[src/rtl/bcd_pkg.sv]
// Shared types and constants for the BCD converter arbiter.
package bcd_pkg;

    // Default number of requesting channels.
    localparam int unsigned NCH_DFLT = 4;

    typedef enum logic [1:0] {
        IDLE    = 2'd0,
        CONVERT = 2'd1,
        ACK     = 2'd2
    } state_t;

    // Active-low 7-segment codes, bit6=g ... bit0=a.
    localparam logic [6:0] SEG_0     = 7'b1000000;
    localparam logic [6:0] SEG_1     = 7'b1111001;
    localparam logic [6:0] SEG_2     = 7'b0100100;
    localparam logic [6:0] SEG_3     = 7'b0110000;
    localparam logic [6:0] SEG_4     = 7'b0011001;
    localparam logic [6:0] SEG_5     = 7'b0010010;
    localparam logic [6:0] SEG_6     = 7'b0000010;
    localparam logic [6:0] SEG_7     = 7'b1111000;
    localparam logic [6:0] SEG_8     = 7'b0000000;
    localparam logic [6:0] SEG_9     = 7'b0010000;
    localparam logic [6:0] SEG_BLANK = 7'b1111111;

    // Decimal digit to segment pattern; anything above 9 blanks the digit.
    function automatic logic [6:0] seg_of(input logic [3:0] d);
        case (d)
            4'd0:    return SEG_0;
            4'd1:    return SEG_1;
            4'd2:    return SEG_2;
            4'd3:    return SEG_3;
            4'd4:    return SEG_4;
            4'd5:    return SEG_5;
            4'd6:    return SEG_6;
            4'd7:    return SEG_7;
            4'd8:    return SEG_8;
            4'd9:    return SEG_9;
            default: return SEG_BLANK;
        endcase
    endfunction

endpackage

[src/rtl/dec_digits.sv]
// Combinational 4-bit binary to two-digit decimal 7-segment converter.
module dec_digits
    import bcd_pkg::*;
(
    input  logic [3:0] v,
    output logic [6:0] tens_seg,
    output logic [6:0] ones_seg
);

    logic [3:0] w_ones;

    // Split 0..15 into tens (0 or 1) and ones (0..9), then encode both digits.
    always_comb begin
        if (v >= 4'd10) begin
            tens_seg = SEG_1;
            w_ones   = v - 4'd10;
        end else begin
            tens_seg = SEG_0;
            w_ones   = v;
        end
        ones_seg = seg_of(w_ones);
    end

endmodule

[src/rtl/bcd_convert_arbiter.sv]
// Round-robin arbiter sharing one decimal converter among NCH requesters,
// with a per-channel tens/ones segment register file.
module bcd_convert_arbiter
    import bcd_pkg::*;
#(
    parameter int unsigned NCH = NCH_DFLT,
    parameter int unsigned IW  = $clog2(NCH)
) (
    input  logic               Clock,
    input  logic               Resetn,
    input  logic [NCH-1:0]     req,
    input  logic [4*NCH-1:0]   val,
    output logic [NCH-1:0]     ack,
    output logic               busy,
    output logic [7*NCH-1:0]   seg_tens,
    output logic [7*NCH-1:0]   seg_ones
);

    state_t             r_state;
    state_t             w_state_next;
    logic [IW-1:0]      r_rr;
    logic [IW-1:0]      r_gnt;
    logic [3:0]         r_op;
    logic [NCH-1:0]     r_ack;
    logic               r_busy;
    logic [7*NCH-1:0]   r_seg_tens;
    logic [7*NCH-1:0]   r_seg_ones;

    logic [IW-1:0]      w_pick;
    logic [IW-1:0]      w_idx;
    logic               w_found;
    logic [3:0]         w_val [NCH];
    logic [NCH-1:0]     w_gnt_onehot;
    logic [6:0]         w_tens;
    logic [6:0]         w_ones;

    // Unpack channel values and decode the current grant to one-hot.
    always_comb begin
        for (int unsigned i = 0; i < NCH; i++) begin
            w_val[i]        = val[4*i +: 4];
            w_gnt_onehot[i] = (r_gnt == IW'(i));
        end
    end

    // Round-robin search: first set req bit starting just after the last grant.
    always_comb begin
        w_found = 1'b0;
        w_pick  = '0;
        w_idx   = '0;
        for (int unsigned i = 1; i <= NCH; i++) begin
            w_idx = IW'((32'(r_rr) + i) % NCH);
            if (!w_found && req[w_idx]) begin
                w_found = 1'b1;
                w_pick  = w_idx;
            end
        end
    end

    // The single shared converter always works on the latched operand.
    dec_digits u_dec_digits (
        .v        (r_op),
        .tens_seg (w_tens),
        .ones_seg (w_ones)
    );

    // State register.
    always_ff @(posedge Clock or negedge Resetn) begin
        if (!Resetn) begin
            r_state <= IDLE;
        end else begin
            r_state <= w_state_next;
        end
    end

    // Next-state logic: IDLE -> CONVERT -> ACK -> IDLE.
    always_comb begin
        w_state_next = r_state;
        case (r_state)
            IDLE:    if (w_found) w_state_next = CONVERT;
            CONVERT: w_state_next = ACK;
            ACK:     w_state_next = IDLE;
            default: w_state_next = IDLE;
        endcase
    end

    // Grant latch, segment register file and registered handshake outputs.
    always_ff @(posedge Clock or negedge Resetn) begin
        if (!Resetn) begin
            r_rr       <= IW'(NCH - 1);
            r_gnt      <= '0;
            r_op       <= '0;
            r_ack      <= '0;
            r_busy     <= 1'b0;
            r_seg_tens <= {NCH{SEG_BLANK}};
            r_seg_ones <= {NCH{SEG_BLANK}};
        end else begin
            if (r_state == IDLE && w_found) begin
                r_gnt <= w_pick;
                r_rr  <= w_pick;
                r_op  <= w_val[w_pick];
            end
            if (r_state == CONVERT) begin
                for (int unsigned i = 0; i < NCH; i++) begin
                    if (r_gnt == IW'(i)) begin
                        r_seg_tens[7*i +: 7] <= w_tens;
                        r_seg_ones[7*i +: 7] <= w_ones;
                    end
                end
            end
            r_busy <= (w_state_next != IDLE);
            r_ack  <= (w_state_next == ACK) ? w_gnt_onehot : '0;
        end
    end

    assign ack      = r_ack;
    assign busy     = r_busy;
    assign seg_tens = r_seg_tens;
    assign seg_ones = r_seg_ones;

endmodule

[config.mk]
export PLATFORM = sky130hd
export DESIGN_NAME = bcd_convert_arbiter
export DESIGN_NICKNAME = d
export VERILOG_FILES = /design/src/rtl/bcd_pkg.sv /design/src/rtl/dec_digits.sv /design/src/rtl/bcd_convert_arbiter.sv
export SDC_FILE = /design/constraint.sdc
export NUM_CORES = 1
export LEC_CHECK = 0
export CORE_MARGIN = 2
export CORE_UTILIZATION = 49
export DETAILED_ROUTE_END_ITERATION = 6
export GPL_ROUTABILITY_DRIVEN = 1
export PLACE_DENSITY = 0.89
export SLEW_MARGIN = 10
export SYNTH_ARGS = -nofsm -noshare
export SYNTH_HDL_FRONTEND = slang
export SYNTH_SLANG_ARGS = --single-unit
export TNS_END_PERCENT = 1
[constraint.sdc]
create_clock -name Clock -period 2.7 [get_ports Clock]
set_clock_uncertainty 0.05 [all_clocks]
set_input_delay 0.675 -clock Clock [delete_from_list [all_inputs] [get_ports Clock]]
set_output_delay 0.675 -clock Clock [all_outputs]
set_load 0.01 [all_outputs]
# After elaboration in Yosys (flattened, before gate mapping)
# Memories as Yosys holds them, arrays and structs flattened.
# Cells that the tools add are included.
dict set report word_totals {
  ff_bits 71
  rom_bits 112
  input_bits 22
  output_inout_bits 61
  n_memories 1
}
dict set report op_classes {
  add_sub_neg 5
  magnitude_cmp 6
  n_eq_ne 5
  n_mux 24
  bitwise_logic 1
  n_reduce_logical 14
}
# name words width rd rd_ports_with_merged_regs write_ports line
set mem_list {}
lappend mem_list {{(no name shown)} 16 7 1 0 0 bcd_pkg.sv:28} ;# case (d)
# op count
set ops {}
lappend ops {{4-bit two-way mux} 4}
lappend ops {{2-bit by 3-bit < comparator with 1-bit output, second input constant} 4}
lappend ops {{2-bit two-way mux} 5}
lappend ops {{1-bit binary-select mux with 2-bit select} 4}
lappend ops {{4-bit binary-select mux with 2-bit select} 1}
lappend ops {{1-bit two-way mux} 8}
lappend ops {{2-bit AND reduction} 4}
lappend ops {{2-bit equality test, second input constant} 3}
lappend ops {{6-bit two-way mux} 1}
lappend ops {{2-bit by 1-bit adder with 2-bit output, second input constant} 2}
lappend ops {{2-bit adder, second input constant} 2}
lappend ops {{2-bit by 1-bit equality test with 1-bit output, second input constant} 2}
lappend ops {{4-bit >= comparator, second input constant} 1}
lappend ops {{1-bit logical AND} 4}
lappend ops {{2-bit logical NOT} 2}
lappend ops {{2-bit case mux with 2 select lines} 1}
lappend ops {{4-bit subtractor, second input constant} 1}
lappend ops {{3-bit >= comparator, second input constant} 1}
lappend ops {{1-bit logical NOT} 3}
lappend ops {{2-bit NOT with 3-bit output} 1}
lappend ops {{2-bit nonzero test} 1}

# Logic depth before layout (Yosys ltp)
# Gate-level depths: netlist (run 1).
dict set report depth {
  word_depth 17
  depth_mapped 9
  ltp_nobuf 7
}

# By module
# A second synthesis (run 1) with hierarchy kept.
dict set report hier_totals {
  hier_cells 255
  hier_area_um2 3393.3
}
# module instances cells_per_inst area_each_um2 seq_area_each_um2
set modules_own_cells {}
lappend modules_own_cells {bcd_convert_arbiter 1 193 2935.3 1849.3}
lappend modules_own_cells {dec_digits 1 62 457.9 0.0}

# Worst setup path before layout (run 1)
# Ideal clock, no wire load.
dict set report synth_path {
  kind {input-to-reg}
  startpoint {input req[3]}
  endpoint {register r_op[0]}
  setup_ns 0.140
  arrival_time_ns 1.595
  t_required_ns 2.510
  path_slack_ns 0.915
  cell_stages 5
  cell_sequence {nor2b_4 o21a_4 nor3_4 mux2i_1 o221ai_1}
}
dict set report synth_via {
  elab_chain_cells 16
}
# element line
set synth_lines {}
lappend synth_lines {{start, declared} bcd_convert_arbiter.sv:11} ;# input logic [NCH-1:0] req,
lappend synth_lines {{1-bit binary-select mux with 2-bit select} bcd_convert_arbiter.sv:52} ;# if (!w_found && req[w_idx]) begin
lappend synth_lines {{1-bit two-way mux (implied by the code)} bcd_convert_arbiter.sv:52}
lappend synth_lines {{1-bit two-way mux} bcd_convert_arbiter.sv:52}
lappend synth_lines {{1-bit logical NOT} bcd_convert_arbiter.sv:52}
lappend synth_lines {{1-bit logical AND} bcd_convert_arbiter.sv:52}
lappend synth_lines {{1-bit two-way mux} bcd_convert_arbiter.sv:52}
lappend synth_lines {{1-bit logical NOT} bcd_convert_arbiter.sv:52}
lappend synth_lines {{1-bit logical AND} bcd_convert_arbiter.sv:52}
lappend synth_lines {{1-bit two-way mux} bcd_convert_arbiter.sv:52}
lappend synth_lines {{1-bit logical NOT} bcd_convert_arbiter.sv:52}
lappend synth_lines {{1-bit logical AND} bcd_convert_arbiter.sv:52}
lappend synth_lines {{2-bit two-way mux} bcd_convert_arbiter.sv:52}
lappend synth_lines {{2-bit NOT with 3-bit output (implied by the code)} bcd_convert_arbiter.sv:100} ;# r_op <= w_val[w_pick];
lappend synth_lines {{4-bit binary-select mux with 2-bit select} bcd_convert_arbiter.sv:100}
lappend synth_lines {{4-bit two-way mux (implied by the code) (2 in a row)} bcd_convert_arbiter.sv:100}
lappend synth_lines {{end signal, assigned} bcd_convert_arbiter.sv:100}
lappend synth_lines {{end, declared} bcd_convert_arbiter.sv:23} ;# logic [3:0] r_op;
# Several ways; a longest one is shown, not always the timed one. The select of a mux whose other input is x is not followed.
# A chain may end at the register's enable or synchronous reset.

==> results of run 1 <==
[registers in the layout, summed over array words and instances (netlist names)]
signal and cells:
r_op 4, seg_tens 8, r_gnt 2, ack 4, seg_ones 28, r_state 2
r_rr 2, busy 1
[cells in the mapped netlist (3+ instances only)]
cell       n  area share, %
nand2_1   41            6.3
o221ai_1   3            1.1
nand3_1    3           0.61
mux2i_1    4            1.6
dfstp_2   38             41
a21oi_1    4           0.81
nor2_1     6           0.92
o21a_1     5            1.5
ha_1       4            2.0
and2_1     4            1.0
buf_4     21            6.4
o31a_2     4            1.6
o21ai_0   28            5.7
clkbuf_1   5           0.76
inv_1      9            1.4
dfrtp_1   13             13
a21o_1     3           0.92
o21ai_1   14            2.8
and4_1     4            1.4
[per-stage QoR]
stage	utilization [%]	cell area [um2]	power, W	instances	worst slack (ns)
floorplan	-	2470	0.00261	244	0.915
global placement	66.1	3160	0.00334	364	0.322
detailed placement	66.1	3160	0.00342	364	0.233
CTS	67.9	3250	0.00386	372	0.533
global route	67.9	3250	0.00411	372	0.445
finish	67.9	3250	0.00384	372	0.534
[area by class of cell]
class / count / area share (%)
Clock buffer: 5 / 2.12
Clock inverter: 3 / 0.577
Inverter: 10 / 1.15
Multi-Input combinational cell: 156 / 28.5
Timing Repair Buffer: 80 / 24.3
Sequential cell: 51 / 40.7
Tap cell: 67 / 2.58
[per-layer routing]
layer,vias to the layer above,global-route usage [%],routed length (um)
li1,937,-,-
met1,927,24.8,2170
met2,82,32.7,2570
met3,10,4.69,322
met4,0,7.14,96
met5,-,0,0
[cells by family after synthesis]
family                   after synthesis  share of synthesized area, %
XOR/XNOR                               1                         0.356
AO/OA/AOI/OAI                         72                          18.4
multiplexers                           4                          1.63
adder cells (fa/ha/maj)                4                          2.03
AND/OR/NAND/NOR                       71                          14.8
flip-flops                            51                          53.8
buffers and inverters                 37                          8.90
other                                  1                         0.152
[final timing paths]
kind	startpoint	to
setup / recovery	seg_tens[11]	seg_tens[7]
hold reg to reg	seg_ones[14]	seg_ones[14]
min in group Clock	seg_ones[14]	seg_ones[14]
setup reg to reg	r_op[3]	seg_ones[22]
max in group asynchronous	Resetn	seg_ones[0]
hold / removal	Resetn	ack[3]
[power by group]
group | leakage, nW | internal, W | total (W) | switching, W
clock network | 0.0483 | 0.000183 | 0.000439 | 0.000257
logic | 0.737 | 0.000925 | 0.00195 | 0.00102
registers | 0.560 | 0.00122 | 0.00146 | 0.000231
==> results.py, run 1 <==
metrics = {
    "yosys": {
        "synth-edff-count": 0,
        "seq_area_frac_synth_pct": 53.8,
        "netlist_area_um2": 2460,
        "synth_ff_type": "dfstp_2",
        "synth_cells": 241,
        "synth.distinct_cells": 42,
        "synth_async_sr_flop_share_pct": 100,
        "yosys_register_bits": 51,
        "syn_avg_cell_area_um2": 10.2,
        "yosys_warnings": 0,
    },
    "setup_path": {
        "path_cells": "clkdlybuf4s50_1",
        "arrival_ns": 1.44,
        "cp-start-kind": "flop",
        "r2r_cells": 7,
        "r2r_setup_slack_ns": 0.58,
        "path_depth": 1,
        "max_stage_delay_ns": 0.58,
        "slowest_stage": "dfstp_2",
        "endpoint_kind": "primary output",
        "cp_top_family": "flip-flops",
        "required_ns": 1.98,
        "path_buf_inv": 1,
        "cp_max_fo": 5,
        "crit_type": "reg2out",
    },
    "routing": {
        "vias_per_cell": 5.26,
        "drtAntennaViolNets": 0,
        "drc_errors": 0,
        "drtPass1Iterations": 5,
        "routed_wl_um": 5160,
        "initialDrtViolationCount": 114,
        "vias": 1956,
        "avgRoutedWirePerCell_um": 13.9,
    },
    "finish": {
        "layout_commonest_cell": "clkdlybuf4s50_1",
        "fin_nets": 330,
        "num_antenna_cells": 0,
        "multiInputGateArea_um2": 928,
        "drive_gt1_share_pct": 20.0,
        "area_delta_synth_final_pct": 32.2,
        "final-seq-area_um2": 1320,
        "fillers": 370,
        "final_cell_mix": "77 x clkdlybuf4s50_1, 41 x nand2_1, 38 x dfstp_2",
    },
    "die": {
        "die_y_um": 74.9,
        "initial_utilization_pct": 51.4,
        "io_pins": 83,
        "rows": 25,
        "dieWidth_um": 74.9,
        "fp.dieArea_um2": 5600,
        "coreArea_um2": 4790,
    },
    "grt": {
        "track_usage_pct": 19.6,
        "grt_first_pass_wirelength_um": 8240,
        "grt_pass1_vias": 1726,
        "grt_max_degree": 33,
        "gr-total-overflow": 0,
        "antenna_found_initial": 0,
    },
    "place": {
        "hpwl_um": 3980,
        "gp_congestion": 0.793,
        "io_buffers": 78,
    },
    "clocking": {
        "ctsResizeCount": 0,
        "clk_pin_slew_worst_paths_ns": 0.09,
        "cts_buffer_depth": 2,
        "cts_inserted_buffers": 5,
        "postCtsSetupRepairBufs": 0,
        "cts_hold_buf": 0,
        "h-tree-depth": 2,
        "cts_tree": "yes",
        "root_buffer": "clkbuf_8",
        "cts_sinks": 51,
        "clock_latency_ns": 0.31,
    },
    "sta": {
        "rsz0062_at_grt": "no",
        "fin_crit_ns": 2.17,
        "max_freq_mhz": 462,
        "setup_viol": 0,
        "whs_ns": 0.346,
        "max_slew.worst_pin.slew_ns": 0.694,
        "finalHoldViolCount": 0,
        "finalMaxSlewViolations": 0,
        "setup_tns_ns": 0,
        "relSlewSlack_pct": 53.2,
        "period_share_pct": 80.2,
    },
    "power": {
        "power_density_nw_per_um2": 1180,
        "p_leak_nw": 1.35,
        "irDropWorstVdd_mv": 0.465,
    },
    "run_status": {
        "outcome": "finished, final reports clean",
    },
    "flow_run": {
        "cap_violations": 0,
    },
    "worst_hold_path": {
        "min-delay-path-class": "in2async",
    },
}
(Power assumes the default switching activity.)
==> run 2: changes to the inputs <==
CORE_UTILIZATION = 41   (was 49)
PLACE_DENSITY = 0.8   (was 0.89)
clock period = 1.95 ns   (was 2.7 ns; I/O delays follow)
==> run 2 against run 1 <==
Register-to-register slack got worse by 0.50 ns. Cell area rose by 5.9%. Wire length rose by 0.70%. Hold slack got worse by 0.23 ns. Die area rose by 18%. Sequential power rose by 38%. Clock power rose by 48%. Count of clock-buffer cells in the layout rose by 2. Total power rose by 43%. Flip-flop and latch count did not move. Core utilization fell by 9.1 points. Critical path type unchanged. Largest cell class unchanged.
==> results.py, run 2 (synthesis gave the netlist of run 1 again) <==
metrics = {
    "run_status": {
        "outcome": "finished, final reports clean",
    },
    "setup_path": {
        "path_cells": "clkdlybuf4s50_1",
        "max_stage_delay_ns": 0.54,
        "cp-start-kind": "flop",
        "required_ns": 1.41,
        "crit_type": "reg2out",
        "slowest_stage": "dfstp_2",
        "path_buf_inv": 1,
        "cp_max_fo": 2,
        "cp_top_family": "flip-flops",
        "endpoint_kind": "primary output",
        "arrival_ns": 1.38,
    },
    "place": {
        "hpwl_um": 3810,
        "gp_congestion": 0.806,
        "io_buffers": 78,
        "dpl.cell_count": 380,
    },
    "routing": {
        "drtPass1Iterations": 4,
        "vias": 1903,
        "vias_per_cell": 4.90,
        "drtAntennaViolNets": 0,
        "avgRoutedWirePerCell_um": 13.4,
        "initialDrtViolationCount": 57,
        "drc_errors": 0,
        "routed_wl_um": 5190,
    },
    "clocking": {
        "cts_sinks": 51,
        "clk_pin_slew_worst_paths_ns": 0.09,
        "h-tree-depth": 2,
        "clock_latency_ns": 0.29,
        "cts_inserted_buffers": 5,
        "root_buffer": "clkbuf_8",
        "cts_buffer_depth": 2,
        "cts_hold_buf": 0,
        "cts_tree": "yes",
    },
    "sta": {
        "max_slew.worst_pin.slew_ns": 0.591,
        "fin_crit_ns": 1.91,
        "setup_viol": 0,
        "finalMaxSlewViolations": 0,
        "max_freq_mhz": 523,
        "finalHoldViolCount": 0,
        "relSlewSlack_pct": 60.5,
        "rsz0062_at_grt": "yes",
        "period_share_pct": 98.1,
    },
    "die": {
        "fp.dieArea_um2": 6630,
        "initial_utilization_pct": 42.0,
        "coreArea_um2": 5850,
        "rows": 28,
        "die_y_um": 81.5,
        "dieWidth_um": 81.5,
        "io_pins": 83,
    },
    "grt": {
        "grt.met1_usage_pct": 19.0,
        "gr-usage-met2_pct": 29.5,
        "grt_pass1_vias": 1766,
        "track_usage_pct": 16.1,
        "grt-busiest-layer": "met2",
        "gr-total-overflow": 0,
        "antenna_found_initial": 0,
        "grt_max_degree": 52,
        "use_met3_pct": 2.75,
        "grt_first_pass_wirelength_um": 8180,
    },
    "flow_run": {
        "cap_violations": 0,
    },
    "power": {
        "p_leak_nw": 1.86,
        "irDropWorstVdd_mv": 0.609,
        "power_density_nw_per_um2": 1590,
    },
    "finish": {
        "postLayoutCoreUtil_pct": 58.9,
        "fillers": 497,
        "final-instance-count-excl-fill": 388,
        "final_cell_mix": "44 x clkdlybuf4s50_1, 41 x nand2_1, 38 x dfstp_2",
        "layout_commonest_cell": "clkdlybuf4s50_1",
        "largest_reg_flops": 28,
        "fin_nets": 338,
        "drive_gt1_share_pct": 23.0,
        "area_delta_synth_final_pct": 40.0,
        "num_antenna_cells": 0,
    },
    "worst_hold_path": {
        "min-delay-path-class": "in2async",
    },
}
## run 2: cell type report
class | instances | area, um2 | share of cell area, %
inverters | 10 | 37.5 | 1.09
flip-flops and latches | 51 | 1320 | 38.4
clock buffers | 7 | 96.3 | 2.80
well taps | 75 | 93.8 | 2.72
clock inverters | 1 | 7.51 | 0.218
multi-input cells | 156 | 947 | 27.5
repair buffers | 88 | 938 | 27.2
## run 2: final timing paths
kind | startpoint | to | slack (ns) | cells after the start
worst max-delay path | seg_ones[4] | seg_ones[4] | 0.04 | 1
worst min-delay path | Resetn | ack[0] | 0.12 | 2
worst max register to register | r_op[3] | seg_ones[22] | 0.08 | 7
worst min register to register | seg_ones[24] | seg_ones[24] | 0.42 | 2
max in group asynchronous | Resetn | r_rr[0] | 1.45 | 2
min in group Clock | seg_ones[24] | seg_ones[24] | 0.42 | 2
## run 2: per-stage QoR
step / power [W] / TNS [ns] / hold slack (ns) / instance area [um2] / setup slack (ns)
after detailed placement: 0.00491 / -1.65 / 0.413 / 3250 / -0.306
final: 0.00549 / 0 / 0.119 / 3440 / 0.0372
after global placement: 0.00482 / -1.26 / 0.402 / 3250 / -0.208
after global routing: 0.00595 / -0.178 / 0.117 / 3440 / -0.0460
after CTS: 0.00555 / 0 / 0.126 / 3350 / 0.000208
after floorplan: 0.00361 / 0 / 0.142 / 2470 / 0.261
## run 2: per-layer routing
| metal | vias up | routed length, um |
|---|---|---|
| met5 | - | 0 |
| met4 | 0 | 41 |
| met3 | 4 | 334 |
| met2 | 64 | 2630 |
| met1 | 882 | 2180 |
| li1 | 953 | - |
## run 2: repair_timing
item                                   CTS  global route
setup endpoints to repair                3            43
pin swaps                                0             1
gates cloned                             0             0
buffers inserted                         0             0
endpoints found under the hold margin    0             0
gates resized for setup                  2            35
## run 2: where the power goes
part	switching (W)	internal (W)
Combinational	0.00145	0.00138
Clock	0.000326	0.000323
Sequential	0.000310	0.00170
==> run 3: changes to the inputs <==
clock period = 1.6 ns   (was 1.95 ns; I/O delays follow)
==> run 3 against run 2 <==
The run now ends with negative setup slack left. Largest power group unchanged. Hold slack worse by 0.12 ns. Largest cell class unchanged. Critical path depth up 6. Total power up 29%. Worst setup slack worse by 0.14 ns. Wire length up 8.4%.
==> results.py, run 3 (synthesis gave the netlist of run 1 again) <==
metrics = {
    "sta": {
        "period_share_pct": 107,
        "finalHoldViolCount": 0,
        "fin_ws_ns": -0.105,
        "setup_viol": 19,
        "finalMaxSlewViolations": 0,
        "fin_crit_ns": 1.70,
        "max_freq_mhz": 587,
        "rsz0062_at_grt": "yes",
    },
    "grt": {
        "grt_max_degree": 52,
        "grt_pass1_vias": 1803,
        "track_usage_pct": 16.9,
        "grt_first_pass_wirelength_um": 8600,
        "gr-total-overflow": 0,
        "antenna_found_initial": 0,
    },
    "clocking": {
        "clk_pin_slew_worst_paths_ns": 0.10,
        "cts_buffer_depth": 2,
        "cts_hold_buf": 0,
        "clock_latency_ns": 0.31,
        "cts_tree": "yes",
        "cts_inserted_buffers": 5,
        "root_buffer": "clkbuf_8",
        "cts_sinks": 51,
        "h-tree-depth": 2,
    },
    "routing": {
        "vias": 1988,
        "initialDrtViolationCount": 81,
        "avgRoutedWirePerCell_um": 13.9,
        "drtAntennaViolNets": 0,
        "vias_per_cell": 4.91,
        "drc_errors": 0,
        "routed_wl_um": 5630,
        "drtPass1Iterations": 4,
    },
    "die": {
        "die_y_um": 81.5,
        "coreArea_um2": 5850,
        "initial_utilization_pct": 42.0,
        "dieWidth_um": 81.5,
        "fp.dieArea_um2": 6630,
        "io_pins": 83,
        "rows": 28,
    },
    "finish": {
        "final-instance-count-excl-fill": 405,
        "layout_commonest_cell": "nand2_1",
        "largest_reg_flops": 28,
        "num_antenna_cells": 0,
        "postLayoutCoreUtil_pct": 59.1,
        "fin_nets": 355,
        "drive_gt1_share_pct": 37.0,
        "final_cell_mix": "40 x nand2_1, 38 x dfstp_2, 29 x o21ai_1",
        "area_delta_synth_final_pct": 40.5,
    },
    "setup_path": {
        "cp_max_fo": 5,
        "arrival_ns": 1.87,
        "max_stage_delay_ns": 0.45,
        "path_cells": "nand3b_1 -> o21a_1 -> inv_2 -> ha_1 -> a21o_1 -> a21oi_4 -> o21ai_0",
        "endpoint_kind": "flop",
        "worstReg2RegStart": "r_op[3]",
        "slowest_stage": "dfrtp_2",
        "critPathLaunch": "r_op[3]",
        "crit_type": "reg2reg",
        "required_ns": 1.77,
        "cp-start-kind": "flop",
    },
    "worst_hold_path": {
        "min-delay-path-class": "in2async",
    },
    "run_status": {
        "outcome": "finished with violations",
        "violations": "negative setup slack",
    },
    "place": {
        "dpl.cell_count": 392,
        "io_buffers": 78,
        "hpwl_um": 4160,
        "preCtsSetupSlack_ns": -0.553,
        "gp_congestion": 0.872,
    },
    "flow_run": {
        "cap_violations": 0,
    },
    "power": {
        "p_leak_nw": 1.57,
        "irDropWorstVdd_mv": 0.782,
        "power_density_nw_per_um2": 2050,
    },
}
==> run 3: cell types whose count changed in the layout (fill, tap and decap cells not counted), moves of 4 or more <==
| cell | previous run | this run |
|---|---|---|
| a21oi_1 | 4 | 0 |
| buf_4 | 9 | 24 |
| clkbuf_2 | 0 | 18 |
| clkdlybuf4s15_1 | 0 | 25 |
| clkdlybuf4s50_1 | 44 | 17 |
| dlygate4sd2_1 | 2 | 17 |
| dlymetal6s2s_1 | 31 | 0 |
| o21ai_0 | 28 | 12 |
| o21ai_1 | 14 | 29 |
==> run 3: what timing repair did <==
| item | 4_1_cts | 5_1_grt |
|---|---|---|
| resized for setup | 89 | 69 |
| hold endpoints to repair | 0 | 0 |
| pin swaps | 4 | 9 |
| setup endpoints to repair | 91 | 77 |
| setup buffers | 0 | 5 |
==> run 3: path summary, 6_finish.rpt <==
check                               end  slack [ns]  depth (start not counted)
min in group Clock         seg_ones[22]        0.42                          2
hold reg to reg            seg_ones[22]        0.42                          2
setup reg to reg           seg_ones[15]       -0.10                          7
hold / removal                   ack[0]       0.003                          2
setup / recovery           seg_ones[15]       -0.10                          7
max in group asynchronous       r_rr[0]        1.20                          2
==> run 3: layout make-up <==
| type | count | area [um2] |
|---|---|---|
| inverters | 10 | 37.5 |
| clock buffers | 5 | 68.8 |
| well taps | 75 | 93.8 |
| repair buffers | 105 | 887 |
| flip-flops and latches | 51 | 1330 |
| clock inverters | 3 | 28.8 |
| fillers | 499 | 2390 |
| multi-input cells | 156 | 1020 |
==> run 3: per-layer routing <==
| layer | share of wire [%] | GRT usage (%) | vias up |
|---|---|---|---|
| met5 | 0 | 0 | - |
| met4 | 1.1 | 4.07 | 0 |
| met3 | 7.6 | 3.74 | 6 |
| met2 | 51 | 29.8 | 74 |
| met1 | 41 | 21.0 | 922 |
| li1 | - | - | 986 |
==> run 3: power breakdown <==
part / leakage, nW / internal (W) / switching (W) / total (W)
sequential: 0.559 / 0.00207 / 0.000389 / 0.00246
clock: 0.0502 / 0.000325 / 0.000464 / 0.000788
combinational: 0.962 / 0.00180 / 0.00206 / 0.00385
==> run 3: metrics by stage <==
step	hold WS, ns	power [W]	area, um2	TNS, ns
4_1_cts	0.0125	0.00684	3420	-2.30
3_3_place_gp	0.353	0.00610	3340	-4.71
3_5_place_dp	0.351	0.00627	3340	-7.07
2_1_floorplan	0.0544	0.00447	2490	-0.00484
5_1_grt	0.0208	0.00766	3460	-3.85
6_report	0.00350	0.00710	3460	-1.10
==> run 3: critical path, delay by kind of cell, from the launching register on <==
kind | cells | cell delay [ns]
buffers and inverters | 1 | 0.05
adders and majority gates | 1 | 0.24
and+or+nand+nor | 1 | 0.09
DFF | 1 | 0.45
AOI/OAI and AO/OA | 4 | 0.73
